## config.mk

```make
export PLATFORM = sky130hd
export DESIGN_NAME = uart_send_bpm
export DESIGN_NICKNAME = d
export VERILOG_FILES = /design/src/rtl/uart_send_bpm.sv
export SDC_FILE = /design/constraint.sdc
export NUM_CORES = 1
export LEC_CHECK = 0
export ABC_AREA = 1
export CAP_MARGIN = 40
export CELL_PAD_IN_SITES_DETAIL_PLACEMENT = 1
export CELL_PAD_IN_SITES_GLOBAL_PLACEMENT = 1
export CORE_ASPECT_RATIO = 0.6
export CORE_MARGIN = 10
export CORE_UTILIZATION = 39
export CTS_CLUSTER_SIZE = 25
export DETAILED_ROUTE_END_ITERATION = 10
export PLACE_DENSITY = 0.9
export SLEW_MARGIN = 10
export SYNTH_ARGS = -nofsm -noshare
export SYNTH_HDL_FRONTEND = slang
export SYNTH_SLANG_ARGS = --single-unit
```

## constraint.sdc

```tcl
create_clock -name i_clk -period 1.8 [get_ports i_clk]
set_input_delay 0.27 -clock i_clk [delete_from_list [all_inputs] [get_ports i_clk]]
set_output_delay 0.27 -clock i_clk [all_outputs]
set_load 0.01 [all_outputs]
```

## src/rtl/uart_send_bpm.sv

```systemverilog
// rtl/uart_send_bpm.sv - 8N1 sender of an 's' + 4 BPM bytes + 'e' frame (checksum byte: UART_SEND_BPM_CHECKSUM_EN)
`timescale 1ns/1ps
module uart_send_bpm #(
    parameter int CLKS_PER_BIT = 87
) (
    input  logic        i_clk,
    input  logic        i_reset,
    input  logic        i_send_valid,
    input  logic [31:0] i_bpm_count,
    output logic        o_send_ready,
    output logic        o_uart_tx,
    output logic        o_tx_busy,
    output logic        o_tx_done
);

    localparam int CNT_W = $clog2(CLKS_PER_BIT);
    localparam logic [CNT_W-1:0] CNT_LAST = CNT_W'(CLKS_PER_BIT - 1);

    localparam logic [1:0] SER_IDLE  = 2'd0;
    localparam logic [1:0] SER_START = 2'd1;
    localparam logic [1:0] SER_DATA  = 2'd2;
    localparam logic [1:0] SER_STOP  = 2'd3;

    localparam logic [3:0] SEQ_IDLE = 4'd0;
    localparam logic [3:0] SEQ_SOM  = 4'd1;
    localparam logic [3:0] SEQ_B3   = 4'd2;
    localparam logic [3:0] SEQ_B2   = 4'd3;
    localparam logic [3:0] SEQ_B1   = 4'd4;
    localparam logic [3:0] SEQ_B0   = 4'd5;
    localparam logic [3:0] SEQ_EOM  = 4'd6;
    localparam logic [3:0] SEQ_DONE = 4'd7;
`ifdef UART_SEND_BPM_CHECKSUM_EN
    localparam logic [3:0] SEQ_CHK  = 4'd8;
`endif

    logic [3:0]       seq_q, seq_d;
    logic [1:0]       ser_q, ser_d;
    logic [CNT_W-1:0] cnt_q, cnt_d;
    logic [2:0]       bit_q, bit_d;
    logic [7:0]       data_q, data_d;
    logic [31:0]      shadow_q, shadow_d;
    logic             tx_q, tx_d;
    logic             ready_q, ready_d;
    logic             busy_q, busy_d;
    logic             done_q, done_d;
    logic             accept;
    logic [3:0]       seq_nxt;

    function automatic logic [3:0] seq_next(input logic [3:0] s);
        case (s)
            SEQ_SOM: seq_next = SEQ_B3;
            SEQ_B3:  seq_next = SEQ_B2;
            SEQ_B2:  seq_next = SEQ_B1;
            SEQ_B1:  seq_next = SEQ_B0;
`ifdef UART_SEND_BPM_CHECKSUM_EN
            SEQ_B0:  seq_next = SEQ_CHK;
            SEQ_CHK: seq_next = SEQ_EOM;
`else
            SEQ_B0:  seq_next = SEQ_EOM;
`endif
            default: seq_next = SEQ_DONE;
        endcase
    endfunction

    function automatic logic [7:0] byte_of(input logic [3:0] s, input logic [31:0] v);
        case (s)
            SEQ_B3:  byte_of = v[31:24];
            SEQ_B2:  byte_of = v[23:16];
            SEQ_B1:  byte_of = v[15:8];
            SEQ_B0:  byte_of = v[7:0];
`ifdef UART_SEND_BPM_CHECKSUM_EN
            SEQ_CHK: byte_of = v[31:24] ^ v[23:16] ^ v[15:8] ^ v[7:0];
`endif
            SEQ_EOM: byte_of = 8'h65;
            default: byte_of = 8'h73;
        endcase
    endfunction

    assign accept  = i_send_valid & ready_q;
    assign seq_nxt = seq_next(seq_q);

    always_comb begin
        seq_d    = seq_q;
        ser_d    = ser_q;
        cnt_d    = cnt_q;
        bit_d    = bit_q;
        data_d   = data_q;
        shadow_d = shadow_q;
        tx_d     = tx_q;
        ready_d  = ready_q;
        busy_d   = busy_q;
        done_d   = 1'b0;
        case (ser_q)
            SER_IDLE: begin
                if (seq_q == SEQ_DONE) begin
                    seq_d = SEQ_IDLE;
                end
                if (accept) begin
                    shadow_d = i_bpm_count;
                    seq_d    = SEQ_SOM;
                    ser_d    = SER_START;
                    cnt_d    = '0;
                    data_d   = 8'h73;
                    tx_d     = 1'b0;
                    ready_d  = 1'b0;
                    busy_d   = 1'b1;
                end
            end
            SER_START: begin
                if (cnt_q == CNT_LAST) begin
                    cnt_d = '0;
                    bit_d = 3'd0;
                    ser_d = SER_DATA;
                    tx_d  = data_q[0];
                end else begin
                    cnt_d = cnt_q + CNT_W'(1);
                end
            end
            SER_DATA: begin
                if (cnt_q == CNT_LAST) begin
                    cnt_d = '0;
                    if (bit_q == 3'd7) begin
                        ser_d = SER_STOP;
                        tx_d  = 1'b1;
                    end else begin
                        bit_d = bit_q + 3'd1;
                        tx_d  = data_q[bit_q + 3'd1];
                    end
                end else begin
                    cnt_d = cnt_q + CNT_W'(1);
                end
            end
            default: begin
                // Last stop-bit cycle: chain straight into the next byte's start bit.
                if (cnt_q == CNT_LAST) begin
                    cnt_d = '0;
                    seq_d = seq_nxt;
                    if (seq_nxt == SEQ_DONE) begin
                        ser_d   = SER_IDLE;
                        tx_d    = 1'b1;
                        done_d  = 1'b1;
                        busy_d  = 1'b0;
                        ready_d = 1'b1;
                    end else begin
                        ser_d  = SER_START;
                        data_d = byte_of(seq_nxt, shadow_q);
                        tx_d   = 1'b0;
                    end
                end else begin
                    cnt_d = cnt_q + CNT_W'(1);
                end
            end
        endcase
    end

    always_ff @(posedge i_clk) begin
        if (i_reset) begin
            seq_q    <= SEQ_IDLE;
            ser_q    <= SER_IDLE;
            cnt_q    <= '0;
            bit_q    <= 3'd0;
            data_q   <= 8'h00;
            shadow_q <= 32'h0;
            tx_q     <= 1'b1;
            ready_q  <= 1'b1;
            busy_q   <= 1'b0;
            done_q   <= 1'b0;
        end else begin
            seq_q    <= seq_d;
            ser_q    <= ser_d;
            cnt_q    <= cnt_d;
            bit_q    <= bit_d;
            data_q   <= data_d;
            shadow_q <= shadow_d;
            tx_q     <= tx_d;
            ready_q  <= ready_d;
            busy_q   <= busy_d;
            done_q   <= done_d;
        end
    end

    assign o_send_ready = ready_q;
    assign o_uart_tx    = tx_q;
    assign o_tx_busy    = busy_q;
    assign o_tx_done    = done_q;

endmodule
```

Word level (Yosys, flattened, before mapping)
Cells that the tools add are included.
{ "totals": {"in_bits": 35, "reg_bits": 60, "wordCells": 92, "out_inout_bits": 4} }
{ "op_classes": {"reduce_logical": 13, "magnitude_cmp": 1, "eq_ne": 23, "bitwise": 3, "muxes": 40, "addsub": 2} }
{ "op_table": {"columns": ["op", "n"], "rows": [
  ["$pmux W8 S5", 1],
  ["$eq A4 B3 Y1 const B", 7],
  ["$mux W8", 3],
  ["$mux W7", 3],
  ["$eq A4 B2 Y1 const B", 4],
  ["$pmux W8 S2", 1],
  ["$reduce_and A4 Y1", 4],
  ["$pmux W3 S5", 1],
  ["$mux W1", 13],
  ["$mux W4", 3],
  ["$mux W2", 5],
  ["$ne A2 B2 Y1 const B", 5],
  ["$mux W3", 3],
  ["$pmux W4 S2", 1],
  ["$add A7 B1 Y7 const B", 1],
  ["$eq A7 B7 Y1 const B", 1],
  ["$pmux W2 S3", 1],
  ["$pmux W3 S2", 1],
  ["$reduce_bool A2 Y1", 3],
  ["$reduce_and A5 Y1", 1],
  ["$reduce_or A5 Y1", 1],
  ["$eq A4 B1 Y1 const B", 1],
  ["$lt A3 B4 Y1 const B", 1],
  ["$pmux W1 S2", 2],
  ["14 further kinds", 15]
]} }

Logic depth before layout (Yosys ltp)
Gate-level depths: netlist of run 1.
{ "depth": {"word_depth": 7, "ltp_mapped": 12, "depth_no_buf": 11} }

Worst setup path before layout of run 1
No wires, ideal clock.
{ "synth_timing": {"path_kind": "register to register", "start": "reg ser_q[0]", "end": "reg data_q[4]", "slack_ns": 0.207, "required_time_ns": 1.687, "path_buffers": 1, "t_arrival_ns": 1.480, "period_less_slack_ns": 1.593, "setup_time_ns": 0.113, "path_stages_with_launch": 10, "cell_sequence": "dfxtp_1 inv_1 ha_1 inv_2 nand3_2 nor2_4 nor2_4 buf_6 o21ai_1 nor2_1"} }
{ "synth_via": {"elab_chain_len": 4, "elab_cells_between_ends": 10, "classes_between": "eq/ne (4); mux (1); bitwise (1); reduce/logical (4)"} }
{ "synth_rtl": {"columns": ["item", "line", "text"], "rows": [
  ["start: declaration", "37", "logic [1:0] ser_q, ser_d;"],
  ["start signal: assignment", "170", "ser_q <= ser_d;"],
  ["$eq A2 B2 Y1 / $eq A2 B1 Y1 (equally long branches)", "93", "case (ser_q)"],
  ["$reduce_or A2 Y1 (no source line)", null, null],
  ["$not A1 Y1 (no source line)", null, null],
  ["$reduce_and A4 Y1 (no source line)", null, null],
  ["end signal: assignment", "173", "data_q <= data_d;"],
  ["end: declaration", "40", "logic [7:0] data_q, data_d;"]
]} }
Several ways; a longest one is shown, not always the timed one.
A chain may end at the register's enable or synchronous reset.

Worst setup path after layout of run 1
{ "layout_timing": {"start": "reg ser_q[1]", "end": "reg data_q[6]"} }
Same word-level chain as after synthesis.

==> results.cfg, run 1 <==
[synth]
synth_top_area_frac = 0.401
synth_cell_type_count = 33
avgSynthCellArea_sq_um = 6.97
synth_edf_count = 0
synth_top_cell_by_area = dfxtp_1
yosysWarnings = 0
syn_inst = 422
post_synth_main_area_contributors = dfxtp_1, nand2_1, nor2_1
ys.flop_type = dfxtp_1
netlist_area_sq_um = 2940
ys_seq_area_frac = 0.401
synth.ff_latch_count = 59
syn-num-nets = 465
synthArstFlopShare = 0

[critical_path]
critPathMaxFanout = 7
crit_path_frequent_cell = inv_2
r2r-start = ser_q[1]
worstSetupPathType = reg2reg
end_kind = flop
ff2ff_setup_slack_ns = 0.13
cp_top_family = simple AND/OR/NAND/NOR gates
r2r.worst_path.cells = 10
crit_arrival_ns = 1.91
start_kind = flop
path_cells = inv_1, ha_4, inv_2, buf_4, nand2_8, nand3_4, nor2_4, inv_2, nor2_2, nor2_1
regToRegEndpoint = data_q[6]
path_buf_inv = 4
max_stage_delay_ns = 0.34
required_ns = 2.03
cp_slowest_cell = dfxtp_1

[finish]
fillerInstances = 943
multiInputGateArea_sq_um = 1490
diodes = 0
seqCellArea_sq_um = 1180
syn_to_final_growth_pct = 30.2
fin_area_sq_um = 3830
nets = 514
fin_util = 0.525
drive_gt1_frac = 0.137

[clock_tree]
cts_tree = done
cts_made_buffers = 9
cts_max_path_buffers = 2
clock_latency_ns = 0.34
clock_sinks = 59
cts-root-buf = clkbuf_16
holdBufCountCts = 0
h-tree-depth = 3
path_clk_slew_ns = 0.05

[global_routing]
track_usage = 0.171
antenna_found_initial = 0
grt_pass1_vias = 3198
grt_start_max_net_pins = 52
overflow = 0
grt_pass1_wl_mm = 15.8

[route]
wl_per_cell_um = 16.4
postRouteAntennaNets = 0
vias = 2942
wl_mm = 9.49
first_pass_iters = 4
drt_iter0_drc = 165
viasPerCell = 5.07
drc = 0

[floorplanning]
std_cell_rows = 24
die_h_um = 87.3
dieArea_sq_um = 11500
io_pins = 39
die-width_um = 132
initial_core_util = 0.403
core_sq_um = 7300

[pwr]
p_int_w = 0.00378
swShare = 0.412
pwr-share-seq = 0.308
power.density_nw_per_um2 = 1680
p_sw_w = 0.00265
peakVddDrop_mv = 0.617
power_frac_clock = 0.251
comb_power_share = 0.441
p_leak_nw = 1.59

[timing]
slew_headroom = 0.802
setup_viol = 0
final-hold-violation-count = 0
fmax_mhz = 598
worstMarginPinSlew_ns = 0.296
fin_crit_ns = 1.67
finalCritPeriodShare = 0.929
setup_ws_ns = 0.128
final-max-slew-violation-count = 0
final.setup_skew_ns = 0.00436

[job]
drv_cap = 0

[placed_design]
portBuffers = 38
dp_hpwl_mm = 7.01
gp_congestion = 0.880
placed_area_sq_um = 3500
place_ws_ns = 0.00242

[hold_path]
min_path_type = reg2reg
worstHoldEndpoint = shadow_q[15]
hold_depth = 2
hold_start = shadow_q[15]

[status]
outcome = completed
worst min-delay path, cell delays in order (launching register included):
cell     delay [ns]
dfxtp_1        0.30
inv_1          0.06
a21oi_1        0.05
area by class of cell:
class | count | area share
clock inverter | 4 | 0.00653
inverter | 57 | 0.0565
clock buffer | 12 | 0.0669
sequential | 59 | 0.309
timing repair buffer | 54 | 0.138
multi-input combinational | 290 | 0.389
tap | 104 | 0.0340
flip-flops by register name, indices dropped and copies added (netlist names):
| name | cells |
|---|---|
| o_tx_done | 1 |
| bit_q | 3 |
| cnt_q | 7 |
| ser_q | 2 |
| o_uart_tx | 1 |
| seq_q | 3 |
| data_q | 8 |
| shadow_q | 32 |
| o_tx_busy | 1 |
| o_send_ready | 1 |
how the worst max path moves through the flow:
stage | from | endpoint | cells past startpoint
floorplan | ser_q[0] | data_q[4] | 9
global placement | i_send_valid | data_q[4] | 8
detailed placement | i_send_valid | ser_q[1] | 9
CTS | ser_q[0] | shadow_q[20] | 8
global route | seq_q[0] | data_q[6] | 9
finish | ser_q[1] | data_q[6] | 10
cell families after synthesis:
group                      synth area share
adders and majority gates            0.0340
AOI/OAI and AO/OA                     0.172
and+or+nand+nor                       0.289
DFF                                   0.401
buffers and inverters                 0.104
power by group through the flow:
stage	clock, W	combinational (W)	sequential (W)
floorplan	0	0.00186	0.00189
CTS	0.00164	0.00269	0.00197
global placement	0	0.00250	0.00196
finish	0.00162	0.00283	0.00198
global route	0.00170	0.00317	0.00202
detailed placement	0	0.00264	0.00199
through the flow:
stage                     power, W  setup TNS (ns)  std cells  hold slack, ns
after floorplan            0.00375               0        422           0.405
final                      0.00643               0        580           0.456
after global placement     0.00446               0        563           0.436
after detailed placement   0.00463               0        563           0.449
after global routing       0.00689         -0.0296        580           0.477
after CTS                  0.00631               0        579           0.456
metal layers:
metal / global-route usage / vias to the layer above / wire (um)
met5: 0 / - / 0
met4: 0.0724 / 0 / 217
li1: - / 1457 / -
met2: 0.283 / 69 / 4280
met1: 0.198 / 1391 / 4490
met3: 0.0599 / 25 / 498
timing repair:
item	CTS	global route
gates resized for setup	0	15
setup endpoints to repair	0	30
setup buffers	0	1
cells in the mapped netlist, types with 2 or more instances:
master    number
nor2_4         5
buf_2          7
nand3_2        3
nor2_1        67
a21oi_2        2
ha_1           8
inv_2          5
dfxtp_1       59
o21ai_1       15
nand2_2        3
a21oi_1       30
nand4_1        3
buf_4          2
nand2_1       73
and3_1         2
o22ai_1        5
clkbuf_1       4
inv_1         52
o21ai_0       40
nand3_1       21
buf_6          2
nor3_1         3
layout by cell type, fill, tap and decap left out, types with 3 or more instances in the layout:
cell / n
buf_4: 13
nand2_2: 3
nor2_4: 5
inv_2: 7
nor2_1: 65
ha_1: 6
o22ai_1: 5
nand3_1: 21
nand4_1: 3
nor3_2: 3
clkbuf_16: 9
dfxtp_1: 58
nand3_2: 3
clkdlybuf4s50_1: 38
o21ai_1: 15
o21ai_0: 40
a21oi_1: 30
inv_1: 49
nand2_1: 73
No activity file was read; power rests on OpenSTA's default activity.
==> run 2: changes to the inputs <==
- ABC_AREA: 1 -> default
- CORE_UTILIZATION: 39 -> 43
- PLACE_DENSITY: 0.9 -> 0.95
- clock period: 1.8 -> 2.1 ns (I/O delays scaled with it)
==> results.cfg, run 2 <==
[global_routing]
track_usage = 0.188
grt_start_max_net_pins = 34
antenna_found_initial = 0
grt_pass1_wl_mm = 15.6
met3_usage = 0.0585
overflow = 0
grt_pass1_vias = 3035
gr-max-usage-layer = met2
use_met2 = 0.315
met1_usage = 0.225

[floorplanning]
core_sq_um = 6250
io_pins = 39
die-width_um = 125
die_h_um = 82.8
initial_core_util = 0.452
std_cell_rows = 22
dieArea_sq_um = 10300

[finish]
syn_to_final_growth_pct = 27.8
drive_gt1_frac = 0.135
multiInputGateArea_sq_um = 1580
diodes = 0
largest_reg_flops = 32
fin_area_sq_um = 3610
final_cell_mix = nand2_1, dfxtp_1, a21oi_1
top_regs = shadow_q (32), data_q (8), cnt_q (7)
fillerInstances = 757
seqCellArea_sq_um = 1180
final_common_cell = nand2_1
regMostFlops = shadow_q
nets = 439

[synth]
post_synth_main_area_contributors = dfxtp_1, nand2_1, a21oi_1
synthArstFlopShare = 0
netlist_top_cells_count = nand2_1, dfxtp_1, a21oi_1
syn_inst = 354
synth_edf_count = 0
ys_seq_area_frac = 0.418
netlist_area_sq_um = 2820
synth_cell_type_count = 46
yosysWarnings = 0
ys.flop_type = dfxtp_1
synth_most_common_cell = nand2_1
avgSynthCellArea_sq_um = 7.97
synth_top_cell_by_area = dfxtp_1
syn-num-nets = 397
synth.ff_latch_count = 59
synth_top_area_frac = 0.418

[critical_path]
worstSetupPathType = reg2reg
crit_arrival_ns = 2.36
end_kind = flop
critPathMaxFanout = 4
ff2ff_setup_slack_ns = -0.02
start_kind = flop
required_ns = 2.34

[clock_tree]
cts_made_buffers = 9
clock_sinks = 59
h-tree-depth = 3
clock_latency_ns = 0.35
cts-root-buf = clkbuf_8
cts_tree = done
path_clk_slew_ns = 0.07
holdBufCountCts = 0
cts_max_path_buffers = 2
postCtsSetupBuffers = 0

[timing]
setup_ws_ns = -0.0228
slew_headroom = 0.673
final-max-slew-violation-count = 0
finalCritPeriodShare = 1.01
final-hold-violation-count = 0
final.setup_skew_ns = 0.00746
fmax_mhz = 471
whs_ns = 0.425
fin_setup_tns_ns = -0.0228
setup_viol = 1
rsz0062_at_grt = yes
worstMarginPinSlew_ns = 0.490
fin_crit_ns = 2.12

[hold_path]
min_path_type = in2reg

[placed_design]
portBuffers = 38
dp_hpwl_mm = 6.84
place_ws_ns = -0.0556
placed_area_sq_um = 3350
gp_congestion = 0.905

[pwr]
power_frac_clock = 0.248
power_w = 0.00450
p_sw_w = 0.00177
p_int_w = 0.00273
pwr-share-seq = 0.342
power.density_nw_per_um2 = 1250
p_leak_nw = 1.32
peakVddDrop_mv = 0.514
comb_power_share = 0.410
swShare = 0.394

[route]
vias = 2878
drt_iter0_drc = 219
drc = 0
viasPerCell = 5.93
wl_per_cell_um = 20.3
wl_mm = 9.83
first_pass_iters = 4
postRouteAntennaNets = 0

[status]
violations = negative setup slack
outcome = complete, but fails checks

[job]
drv_cap = 0
run 2: cell count changes in the layout (fill, tap and decap cells not counted), moves of 7 or more:
cell,delta
inv_2,-7
nand3_1,-14
mux2i_1,+9
o21ai_1,-15
o21ai_0,-28
nor3_1,+7
clkbuf_8,+7
clkbuf_16,-9
a21oi_1,+18
inv_1,-43
nor2_1,-31
run 2: path summary, 6_finish.rpt:
path                                      to    startpoint  depth (start not counted)
worst max-delay path               o_uart_tx      bit_q[0]                          6
worst min-delay path                cnt_q[1]       i_reset                          2
worst max register to register     o_uart_tx      bit_q[0]                          6
worst min register to register  shadow_q[30]  shadow_q[30]                          2
run 2: cell type report:
type                       count  share of cell area
tap                           84              0.0291
clock buffer                  10              0.0354
inverter                       7             0.00728
multi-input combinational    265               0.437
sequential                    59               0.328
clock inverter                 6              0.0222
timing repair buffer          54               0.141
run 2: stage by stage:
step / instances / utilization
6_report: 485 / 0.577
5_1_grt: 485 / 0.577
4_1_cts: 485 / 0.572
3_5_place_dp: 469 / 0.536
2_1_floorplan: 354 / -
3_3_place_gp: 469 / 0.536
run 2: cells by family after synthesis:
group | share of synthesized area
AND/OR/NAND/NOR | 0.220
multiplexers | 0.0745
adder cells (fa/ha/maj) | 0.0355
XOR/XNOR | 0.00310
flip-flops | 0.418
buffers and inverters | 0.0457
AO/OA/AOI/OAI | 0.203
run 2: power by group through the flow:
stage,Clock [W],Sequential [W],Combinational [W]
6_report,0.00112,0.00154,0.00185
5_1_grt,0.00117,0.00156,0.00201
4_1_cts,0.00113,0.00153,0.00176
3_5_place_dp,0,0.00154,0.00171
3_3_place_gp,0,0.00152,0.00158
2_1_floorplan,0,0.00148,0.00112
run 2: what timing repair did:
action | 4_1_cts | 5_1_grt
pin swaps | 1 | 0
gates resized for setup | 3 | 5
setup endpoints to repair | 1 | 5
run 2: worst max-delay path, cell delays in order, from the launching register on:
cell	delay (ns)
dfxtp_4	0.37
ha_4	0.29
mux4_2	0.49
mux2_4	0.29
a2111oi_4	0.25
a2111oi_2	0.08
a211o_1	0.26
run 2: per-layer routing:
metal / routed length, um / vias up
met5: 0 / -
met4: 318 / 0
met3: 708 / 34
met2: 4500 / 120
met1: 4310 / 1406
li1: - / 1318
==> run 3: changes to the inputs <==
- CAP_MARGIN: 40 -> default
==> results of run 3 <==
The final DEF is identical to that of run 2; final timing and power are the same.
